**src/rtl/sync_fifo_reader_if.sv**
```systemverilog
// Bus between sync_fifo_reader, its SyncFifo read port and the downstream consumer.
// Stream handshake: a word moves when m_valid & m_ready are both high on a rising
// clk edge; once m_valid is raised, m_valid and m_data stay stable until that edge.
interface sync_fifo_reader_if #(
    parameter int WIDTH = 64
);
    logic             fifo_empty;
    logic [WIDTH-1:0] fifo_dout;
    logic             fifo_ren;
    logic             m_valid;
    logic             m_ready;
    logic [WIDTH-1:0] m_data;

    modport master (
        input  fifo_empty,
        input  fifo_dout,
        input  m_ready,
        output fifo_ren,
        output m_valid,
        output m_data
    );

    modport slave (
        output fifo_empty,
        output fifo_dout,
        output m_ready,
        input  fifo_ren,
        input  m_valid,
        input  m_data
    );
endinterface

```
**src/rtl/sync_fifo_reader.sv**
```systemverilog
// Drains a SyncFifo read port into a valid/ready stream through a 2-entry skid buffer.
// Optional SYNC_FIFO_READER_STATS_EN adds words_out / stall_cycles counters.
module sync_fifo_reader #(
    parameter int WIDTH        = 64,
    parameter int READ_LATENCY = 0
) (
    input  logic                   clk,
    input  logic                   reset,
    input  logic                   enable,
    input  logic                   flush,
    sync_fifo_reader_if.master     bus,
    output logic                   busy
`ifdef SYNC_FIFO_READER_STATS_EN
    ,
    output logic [31:0]            words_out,
    output logic [31:0]            stall_cycles
`endif
);

    logic [WIDTH-1:0] buf_q [2];
    logic [WIDTH-1:0] buf_n [2];
    logic [1:0]       occ;
    logic [1:0]       occ_n;
    logic             inflight;
    logic             inflight_n;
    logic             rd_ptr;
    logic             rd_n;
    logic             wr_ptr;
    logic             wr_n;
    logic             pop;
    logic             ren;
    logic             wr_en;
    logic [2:0]       room;

    assign pop  = bus.m_valid & bus.m_ready;
    // Slots committed after this edge: stored words plus an outstanding read, minus the pop.
    assign room = {1'b0, occ} + {2'b0, inflight} - {2'b0, pop};
    assign ren  = reset & enable & ~bus.fifo_empty & ~flush & (room < 3'd2);
    assign bus.fifo_ren = ren;

    // Fall-through FIFOs deliver on the ren edge; registered ones one edge later.
    assign wr_en = (READ_LATENCY == 0) ? ren : inflight;

    always_comb begin
        buf_n      = buf_q;
        occ_n      = occ;
        rd_n       = rd_ptr;
        wr_n       = wr_ptr;
        inflight_n = (READ_LATENCY != 0) & ren;
        if (flush) begin
            occ_n      = 2'd0;
            inflight_n = 1'b0;
            rd_n       = 1'b0;
            wr_n       = 1'b0;
        end else begin
            if (wr_en) begin
                buf_n[wr_ptr] = bus.fifo_dout;
                wr_n          = ~wr_ptr;
            end
            if (pop) begin
                rd_n = ~rd_ptr;
            end
            occ_n = occ + {1'b0, wr_en} - {1'b0, pop};
        end
    end

    always_ff @(posedge clk or negedge reset) begin
        if (!reset) begin
            buf_q[0]    <= '0;
            buf_q[1]    <= '0;
            occ         <= 2'd0;
            inflight    <= 1'b0;
            rd_ptr      <= 1'b0;
            wr_ptr      <= 1'b0;
            bus.m_valid <= 1'b0;
            bus.m_data  <= '0;
            busy        <= 1'b0;
        end else begin
            buf_q[0]    <= buf_n[0];
            buf_q[1]    <= buf_n[1];
            occ         <= occ_n;
            inflight    <= inflight_n;
            rd_ptr      <= rd_n;
            wr_ptr      <= wr_n;
            bus.m_valid <= (occ_n != 2'd0);
            bus.m_data  <= buf_n[rd_n];
            busy        <= (occ_n != 2'd0) | inflight_n;
        end
    end

`ifdef SYNC_FIFO_READER_STATS_EN
    // Statistics survive flush; only reset clears them.
    always_ff @(posedge clk or negedge reset) begin
        if (!reset) begin
            words_out    <= 32'd0;
            stall_cycles <= 32'd0;
        end else begin
            if (pop) begin
                words_out <= words_out + 32'd1;
            end
            if (bus.m_valid && !bus.m_ready && (stall_cycles != 32'hFFFF_FFFF)) begin
                stall_cycles <= stall_cycles + 32'd1;
            end
        end
    end
`else
    // Without statistics the stream core above is the whole block.
`endif

endmodule

```
**src/flat_wrapper.sv**
```systemverilog
// flat-port wrapper written by rule: the top's interface ports become plain ports
module sync_fifo_reader_flat 
#(
    parameter int WIDTH        = 64,
    parameter int READ_LATENCY = 0
)
  (clk, reset, enable, flush, busy, bus_fifo_empty, bus_fifo_dout, bus_m_ready, bus_fifo_ren, bus_m_valid, bus_m_data);
  sync_fifo_reader_if #(.WIDTH(WIDTH)) bus_i ();
  input  logic clk;
  input  logic reset;
  input  logic enable;
  input  logic flush;
  output logic busy;
  input wire logic [$bits(bus_i.fifo_empty)-1:0] bus_fifo_empty;
  input wire logic [$bits(bus_i.fifo_dout)-1:0] bus_fifo_dout;
  input wire logic [$bits(bus_i.m_ready)-1:0] bus_m_ready;
  output wire logic [$bits(bus_i.fifo_ren)-1:0] bus_fifo_ren;
  output wire logic [$bits(bus_i.m_valid)-1:0] bus_m_valid;
  output wire logic [$bits(bus_i.m_data)-1:0] bus_m_data;
  assign bus_i.fifo_empty = bus_fifo_empty;
  assign bus_i.fifo_dout = bus_fifo_dout;
  assign bus_i.m_ready = bus_m_ready;
  assign bus_fifo_ren = bus_i.fifo_ren;
  assign bus_m_valid = bus_i.m_valid;
  assign bus_m_data = bus_i.m_data;
  sync_fifo_reader #(.WIDTH(WIDTH), .READ_LATENCY(READ_LATENCY)) u_core (.clk(clk), .reset(reset), .enable(enable), .flush(flush), .bus(bus_i), .busy(busy));
endmodule
```
**config.mk**
```make
export PLATFORM = sky130hd
export DESIGN_NAME = sync_fifo_reader_flat
export DESIGN_NICKNAME = d
export VERILOG_FILES = /design/src/rtl/sync_fifo_reader_if.sv /design/src/rtl/sync_fifo_reader.sv /design/src/flat_wrapper.sv
export SDC_FILE = /design/constraint.sdc
export NUM_CORES = 1
export LEC_CHECK = 0
export ABC_AREA = 1
export CELL_PAD_IN_SITES_DETAIL_PLACEMENT = 0
export CELL_PAD_IN_SITES_GLOBAL_PLACEMENT = 1
export CORE_MARGIN = 2
export CORE_UTILIZATION = 29
export DETAILED_ROUTE_END_ITERATION = 12
export PLACE_DENSITY = 0.64
export REMOVE_ABC_BUFFERS = 1
export SLEW_MARGIN = 20
export SYNTH_ARGS = -nofsm -noshare
export SYNTH_HDL_FRONTEND = slang
export SYNTH_SLANG_ARGS = --single-unit
export TNS_END_PERCENT = 30
```
**constraint.sdc**
```tcl
create_clock -name clk -period 3.65 [get_ports clk]
set_input_delay 0.5475 -clock clk [delete_from_list [all_inputs] [get_ports clk]]
set_output_delay 0.5475 -clock clk [all_outputs]
set_load 0.1 [all_outputs]
```
---- Word level (Yosys, flattened, before mapping) ----
Index checks and enable logic that the tools add are counted.
cells by class
  add/sub/neg operators ................... 3
  multiply operators ...................... 0
  divide/modulo/power cells ............... 0
  order comparisons ....................... 4
  equal/unequal tests ..................... 0
  shift operators ......................... 0
  multiplexer cells ....................... 13
  bitwise operators ....................... 11
  reductions and logical operators ........ 3
operator list
  operator            count
  $mux 128            2
  $mux 64             4
  $bwmux 128          1
  $demux 64 s1        1
  $and 1x1->1         5
  $ge 2x2->1 const B  2
  $mux 1              4
  $not 1->1           4
  $not 1->2           2
  $reduce_bool 2->1   2
  $lt 3x2->1 const B  1
  $sub 2x1->3         1
  $add 2x1->2         1
  $lt 2x1->1 const B  1
  $mux 2              1
  $sub 2x1->2         1
  $logic_and 1x1->1   1
storage, ports and cells
  register bits ........................... 197
  bits in latches ......................... 0
  bits in writable memories ............... 0
  memory bits (read-only) ................. 0
  bits of input ports ..................... 70
  output and inout port bits .............. 67
  logic and storage cells ................. 41
  memories ................................ 0

---- Depth between registers and ports, before layout ----
Gate-level depths: netlist (run 1).
  depth in word-level cells ............... 11
  mapped depth ............................ 11
  depth with buffers taken out ............ 10

---- Worst setup path after synthesis (run 1) ----
OpenSTA, ideal clock, no wires.
  kind .................................... register -> output
  from .................................... reg u_core.bus.m_valid
  to ...................................... out bus_fifo_ren
  arrival time ............................ 2110 ps
  data required time ...................... 3102 ps
  path slack .............................. 992 ps
  stages on the path, launching flop included .. 6
  path buffers ............................ 1
  cell sequence ........................... dfrtp_1 > nand3_1 > nand2_1 > nand3_2 > buf_2 > inv_1
on the way
  word-level cells in the longest chain between the ends .. 4
ends and longest elaborated chain
  element                 RTL line                   source
  from (decl)             sync_fifo_reader_if.sv:19  output m_valid,
  from (signal assigned)  sync_fifo_reader.sv:85     bus.m_valid <= (occ_n != 2'd0);
  $and 1x1->1             sync_fifo_reader.sv:35     assign pop = bus.m_valid & bus.m_ready;
  $sub 2x1->3             sync_fifo_reader.sv:37     assign room = {1'b0, occ} + {2'b0, inflight} - {2'b0, pop};
  $lt 3x2->1              sync_fifo_reader.sv:38     assign ren = reset & enable & ~bus.fifo_empty & ~flush & (room < 3'd2);
  $and 1x1->1             sync_fifo_reader.sv:38
  to (decl)               flat_wrapper.sv:17         output wire logic [$bits(bus_i.fifo_ren)-1:0] bus_fifo_ren;
No other way between the ends.

---- Final worst setup path (run 1) ----
  from .................................... in reset
  to ...................................... out bus_fifo_ren
on the way
  word-level cells in the longest chain between the ends .. 4
ends and longest elaborated chain
  element                    RTL line                source
  from (decl)                flat_wrapper.sv:10      input logic reset;
  $and 1x1->1 (4 in series)  sync_fifo_reader.sv:38
No other way between the ends.

==> summary.md, run 1 <==
| Metric | Value |
|---|---|
| DRC viols | `0` |
| Number of fill cells | `3997` |
| Yosys warnings | `0` |
| Final Util | `35.9%` |
| Quantity of gates resized following cts | `0` |
| ANT nets after route | `0` |
| Largest area contributor in the netlist | `dfrtp_1` |
| WP data required | `3.10 ns` |
| Total grt overflow | `0` |
| Layout Area Growth over Synthesis | `21.3%` |
| Total Wirelength | `30600 um` |
| CTS root buf | `clkbuf_16` |
| Antenna diode count | `0` |
| Period utilisation layout | `76.4%` |
| Final non-filler cell total | `2203` |
| Max-capacitance violation count | `0` |
| Clk pin slew, worst setup/hold paths | `0.07 ns` |
| Cell count after synthesis | `1608` |
| Endpoint class of the critical path | `primary output` |
| Ranking of synthesized cells by area | `dfrtp_1, nand2_1, inv_1, nor2_1, and2_1` |
| CP max stage delay | `0.56 ns` |
| Die height | `200 um` |
| Fmax | `0.359 GHz` |
| Minimum clock period | `2.79 ns` |
| CTS tree | `yes` |
| Per-instance average area after synthesis | `6.96 um2` |
| Global-route usage over all layers | `15.6%` |
| Unrepaired setup endpoints after global routing | `false` |
| Largest net degree at the start of global routing | `131` |
| EDFF count, synth | `0` |
| Initial antenna violation count | `0` |
| CTS Buf Count | `17` |
| CP Buf/Inv Count | `4` |
| Cells after DPL | `2170` |
| Actual slew at the worst max-slew pin | `1.06 ns` |
| Fin. Hold Viols | `0` |
| Crit path DAT | `2.24 ns` |
| Commonest cells after routing, fill and taps aside | `nand2_1, inv_1, nor2_1, dfrtp_1, clkdlybuf4s50_1` |
| Slew margin rel. | `29.3%` |
| Vias in the first global route | `9540` |
| Power per Cell Area | `832 nW/um2` |
| Clk Latency, worst-skew pair | `0.43 ns` |
| CP Max Fanout | `45` |
| Crit path max-delay cell type | `dlygate4sd3_1` |
| Flops & latches, synth | `197` |
| Site row count | `71` |
| Routed wire length per instance | `13.9 um` |
| Drt pass-1 iters | `7` |
| Setup TNS | `0 ns` |
| Share of post-route cells with drive strength above 1 | `3.31%` |
| Setup slack after layout | `0.862 ns` |
| Final nets | `1751` |
| Port bufs | `136` |
| CTS H-tree depth | `4` |
| Run status | `finished, final reports clean` |
| Final Setup Violations | `0` |
| First-pass GRT wire length | `50700 um` |
| Via-per-instance ratio | `4.39` |
| Cell Chain, Critical Path | `dlygate4sd3_1, buf_8, nand2_1, nor2_4, nand3_4, inv_1, buf_12` |
| Worst hold path class | `flop to flop` |
| Clk_skew | `0.00737 ns` |
| Top FF cell, synth | `dfrtp_1` |
| I/O pin cnt | `137` |
| Routed vias | `9668` |
| Core footprint | `37800 um2` |
| Kind of cell adding the most delay to the critical path | `buffers and inverters` |
| Post-DP HPWL | `16400 um` |
| Maximum VDD drop | `0.460 mV` |
| Leakage | `0.00746 uW` |
| Sequential fraction of the synthesis area | `44.0%` |
| Synthesized cell area | `11200 um2` |
| Clock sink count | `197` |
| Area of the multi-input gates | `4570 um2` |
| Setup CP Type | `primary input to primary output` |
| DP Worst Slack | `1.03 ns` |
| Seq. cell area | `4930 um2` |
| Die width | `200 um` |
| Share of the synthesized area in the top cell type | `44.0%` |
| FFs w/ async S/R, synth | `100%` |
| Die ar. | `40200 um2` |
| Initial DRC Count | `547` |
| Starting density of the core | `29.6%` |
| Hold Buf Count CTS | `1` |
| Final Hold Slack | `0.583 ns` |
| # Post-CTS Setup Buffers | `0` |
| Worst setup SP type | `primary input` |
| Max-slew violations | `0` |
| Distinct cells, synth | `21` |
| Max Root-Sink Buffers | `2` |
| Final Wtd Congestion | `0.747` |
-- worst paths after layout --
| path | slack [ns] | cells after the start | from | endpoint |
|---|---|---|---|---|
| min in group asynchronous | 0.59 | 2 | reset | u_core.bus.m_data[51] |
| max in group asynchronous | 1.56 | 4 | reset | u_core.buf_q[62] |
| setup / recovery | 0.86 | 7 | reset | bus_fifo_ren |
| hold reg to reg | 0.58 | 3 | u_core.buf_q[0] | u_core.buf_q[0] |
| hold / removal | 0.58 | 3 | u_core.buf_q[0] | u_core.buf_q[0] |
| setup reg to reg | 1.67 | 6 | u_core.bus.m_valid | u_core.bus.m_data[6] |
-- worst register-to-register path, cell delays in order, from the launching register on --
cell and delay (ns):
dfrtp_1 0.42, nand2_1 0.12, nor2_1 0.07, nor3b_4 0.20
buf_4 0.80, nand3_1 0.22, nand2_1 0.10
-- cells by family after synthesis --
family,synth area share (%)
flip-flops,44.0
buffers and inverters,15.4
AO/OA/AOI/OAI,0.101
adder cells (fa/ha/maj),0.224
AND/OR/NAND/NOR,40.2
XOR/XNOR,0.0783
-- cell usage after synthesis (2+ instances only) --
cell      instances
inv_2             3
nand4_1         128
nand3_1         130
ha_1              2
inv_1           326
nand2_1         327
buf_1             5
and2_1          128
buf_2            82
clkbuf_1         10
nand3_2           2
dfrtp_1         197
nor2_1          260
-- metrics by stage --
stage	instance area (um2)	power, uW
after floorplan	10700	8000
after global placement	13000	9400
after detailed placement	13000	9420
after CTS	13600	11400
after global routing	13600	12100
final	13600	11300
-- routing by layer --
layer  vias up  GRT usage, %  wire, um
met5         -             0         0
met4         0          3.52       252
met3        13          2.73      1010
met2       142          25.5     14100
met1      4540          21.5     15200
li1       4973             -         -
-- power breakdown --
| group | switching (uW) | total (uW) | internal, uW | leakage, uW |
|---|---|---|---|---|
| clock | 884 | 1950 | 1070 | 0.000289 |
| sequential | 406 | 3510 | 3100 | 0.00208 |
| combinational | 4240 | 5840 | 1600 | 0.00510 |
-- final cells by class --
cell class / instances / share of cell area [%]
clock buffer: 21 / 3.47
multi-input combinational: 982 / 33.7
tap: 511 / 4.71
inverter: 330 / 9.13
clock inverter: 11 / 0.922
timing repair buffer: 151 / 11.7
sequential: 197 / 36.4
-- flip-flops by register name, summed over array words and instances, names as in the netlist --
name and count:
u_core.buf_q 128, u_core.bus.m_data 64, u_core.occ 2, u_core.bus.m_valid 1, u_core.rd_ptr 1, u_core.wr_ptr 1
No activity file was read; power rests on OpenSTA's default activity.
==> run 2: changes to the inputs <==
Settings changed: PLACE_DENSITY 0.64 to 0.66.
Clock period 3.65 ns to 2.47 ns, I/O delays scaled along.
==> summary.md, run 2 (synthesized netlist as in run 1, its figures left out) <==
| Metric | Value |
|---|---|
| Via-per-instance ratio | `4.37 (-0.49%)` |
| First-pass GRT wire length | `51200 um (+1.0%)` |
| Layout Area Growth over Synthesis | `20.9%` |
| Total Wirelength | `30500 um (-0.42%)` |
| CTS Buf Count | `17 (unchanged)` |
| Port bufs | `136 (unchanged)` |
| Run status | `finished, final reports clean` |
| Starting density of the core | `29.6% (unchanged)` |
| DP Worst Slack | `0.286 ns (-0.744 ns)` |
| Worst setup SP type | `primary input` |
| Initial DRC Count | `571 (+4.4%)` |
| Minimum clock period | `2.24 ns` |
| Largest registers | `u_core.buf_q: 128 flops, u_core.bus.m_data: 64 flops, u_core.occ: 2 flops` |
| Routed wire length per instance | `13.8 um (-0.82%)` |
| Period utilisation layout | `90.6%` |
| Vias in the first global route | `9459 (-0.85%)` |
| CP Max Fanout | `4 (-91%)` |
| Commonest cells after routing, fill and taps aside | `nand2_1, inv_1, nor2_1, dfrtp_1, nand3_1` |
| Crit path DAT | `1.87 ns (-0.37 ns)` |
| Largest Register | `u_core.buf_q` |
| Site row count | `71 (unchanged)` |
| Number of fill cells | `4078 (+2.0%)` |
| Drt pass-1 iters | `4 (-3)` |
| Antenna diode count | `0 (unchanged)` |
| Routed vias | `9660 (-0.083%)` |
| Fmax | `0.447 GHz` |
| Clk_skew | `0.00951 ns (+0.00213 ns)` |
| Clk Latency, worst-skew pair | `0.44 ns (about the same)` |
| Total grt overflow | `0 (unchanged)` |
| Unrepaired setup endpoints after global routing | `false` |
| Slack of the worst reg-to-reg path | `0.68 ns (-0.99 ns)` |
| Post-DP HPWL | `17300 um (+5.6%)` |
| Worst hold path class | `primary input to async pin` |
| Share of post-route cells with drive strength above 1 | `7.70% (+4.4 points)` |
| Power per Cell Area | `1220 nW/um2 (+47%)` |
| Slew margin rel. | `41.6% (+12 points)` |
| Final nets | `1760 (+0.51%)` |
| DRC viols | `0 (unchanged)` |
| Die ar. | `40200 um2 (unchanged)` |
| CTS H-tree depth | `4 (unchanged)` |
| Final Setup Violations | `0 (unchanged)` |
| Endpoint class of the critical path | `primary output` |
| Largest net degree at the start of global routing | `110 (-16%)` |
| Setup TNS | `0 ns (unchanged)` |
| CTS root buf | `clkbuf_16` |
| CTS tree | `yes` |
| Clock sink count | `197 (unchanged)` |
| Leakage | `0.00757 uW (+1.4%)` |
| Core footprint | `37800 um2 (unchanged)` |
| ANT nets after route | `0 (unchanged)` |
| Max-capacitance violation count | `0 (unchanged)` |
| Actual slew at the worst max-slew pin | `0.877 ns (-0.181 ns)` |
| Max reg flops | `128 (unchanged)` |
| Setup CP Type | `primary input to primary output` |
| Maximum VDD drop | `0.601 mV (+31%)` |
| I/O pin cnt | `137 (unchanged)` |
| Final Wtd Congestion | `0.736 (-1.5%)` |
| Die height | `200 um (unchanged)` |
| Initial antenna violation count | `0 (unchanged)` |
| Global-route usage over all layers | `15.8% (+0.22 points)` |
| Die width | `200 um (unchanged)` |
| Final Hold Slack | `0.550 ns (-0.0339 ns)` |
| Max Root-Sink Buffers | `2 (unchanged)` |
| Clk pin slew, worst setup/hold paths | `0.07 ns (about the same)` |
| WP data required | `2.10 ns (-1.00 ns)` |
| Max-slew violations | `0 (unchanged)` |
| Final Util | `35.8% (-0.093 points)` |
| Fin. Hold Viols | `0 (unchanged)` |
| # Post-CTS Setup Buffers | `0 (unchanged)` |
| Setup slack after layout | `0.233 ns (-0.630 ns)` |
-- run 2: what timing repair did --
action                    in CTS  in global routing
hold endpoints to repair      24                  0
hold buffers                   1                  0
resized for setup              0                  0
-- run 2: worst paths after layout --
check,startpoint,end,cells past startpoint
setup reg to reg,u_core.bus.m_valid,u_core.bus.m_valid,9
min in group clk,u_core.buf_q[63],u_core.buf_q[63],3
hold / removal,reset,u_core.buf_q[96],3
hold reg to reg,u_core.buf_q[63],u_core.buf_q[63],3
max in group asynchronous,reset,u_core.wr_ptr,3
setup / recovery,reset,bus_fifo_ren,7
-- run 2: metrics by stage --
stage | total power [uW] | cell area [um2] | std cells
floorplan | 11800 | 10700 | 1509
global placement | 13800 | 12900 | 2179
detailed placement | 13800 | 12900 | 2179
CTS | 16800 | 13500 | 2212
global route | 17700 | 13500 | 2212
finish | 16600 | 13500 | 2212
-- run 2: cell type report --
type / instances / area, um2 / area share, %
Sequential cell: 197 / 4930 / 36.4
Multi-Input combinational cell: 982 / 4570 / 33.8
Clock inverter: 12 / 126 / 0.934
Tap cell: 511 / 639 / 4.72
Timing Repair Buffer: 160 / 1570 / 11.6
Clock buffer: 20 / 457 / 3.37
Inverter: 330 / 1240 / 9.15
-- run 2: metal layers --
metal  part of all wire [%]  GRT usage (%)  vias up
met3                    3.1           2.55       26
met1                     50           22.4     4495
met4                    1.5           4.34        0
met5                      0              0        -
met2                     45           25.0      154
li1                       -              -     4985
-- run 2: report_power, final --
part / leakage [uW] / switching [uW] / internal, uW
logic: 0.00520 / 6280 / 2240
registers: 0.00208 / 602 / 4580
clock network: 0.000287 / 1310 / 1550
-- run 2: worst max-delay path, stage by stage --
cell,delay (ns)
dlygate4sd3_1,0.57
buf_8,0.13
nand2_1,0.08
nor2_4,0.19
nand3_4,0.14
inv_1,0.17
buf_12,0.20
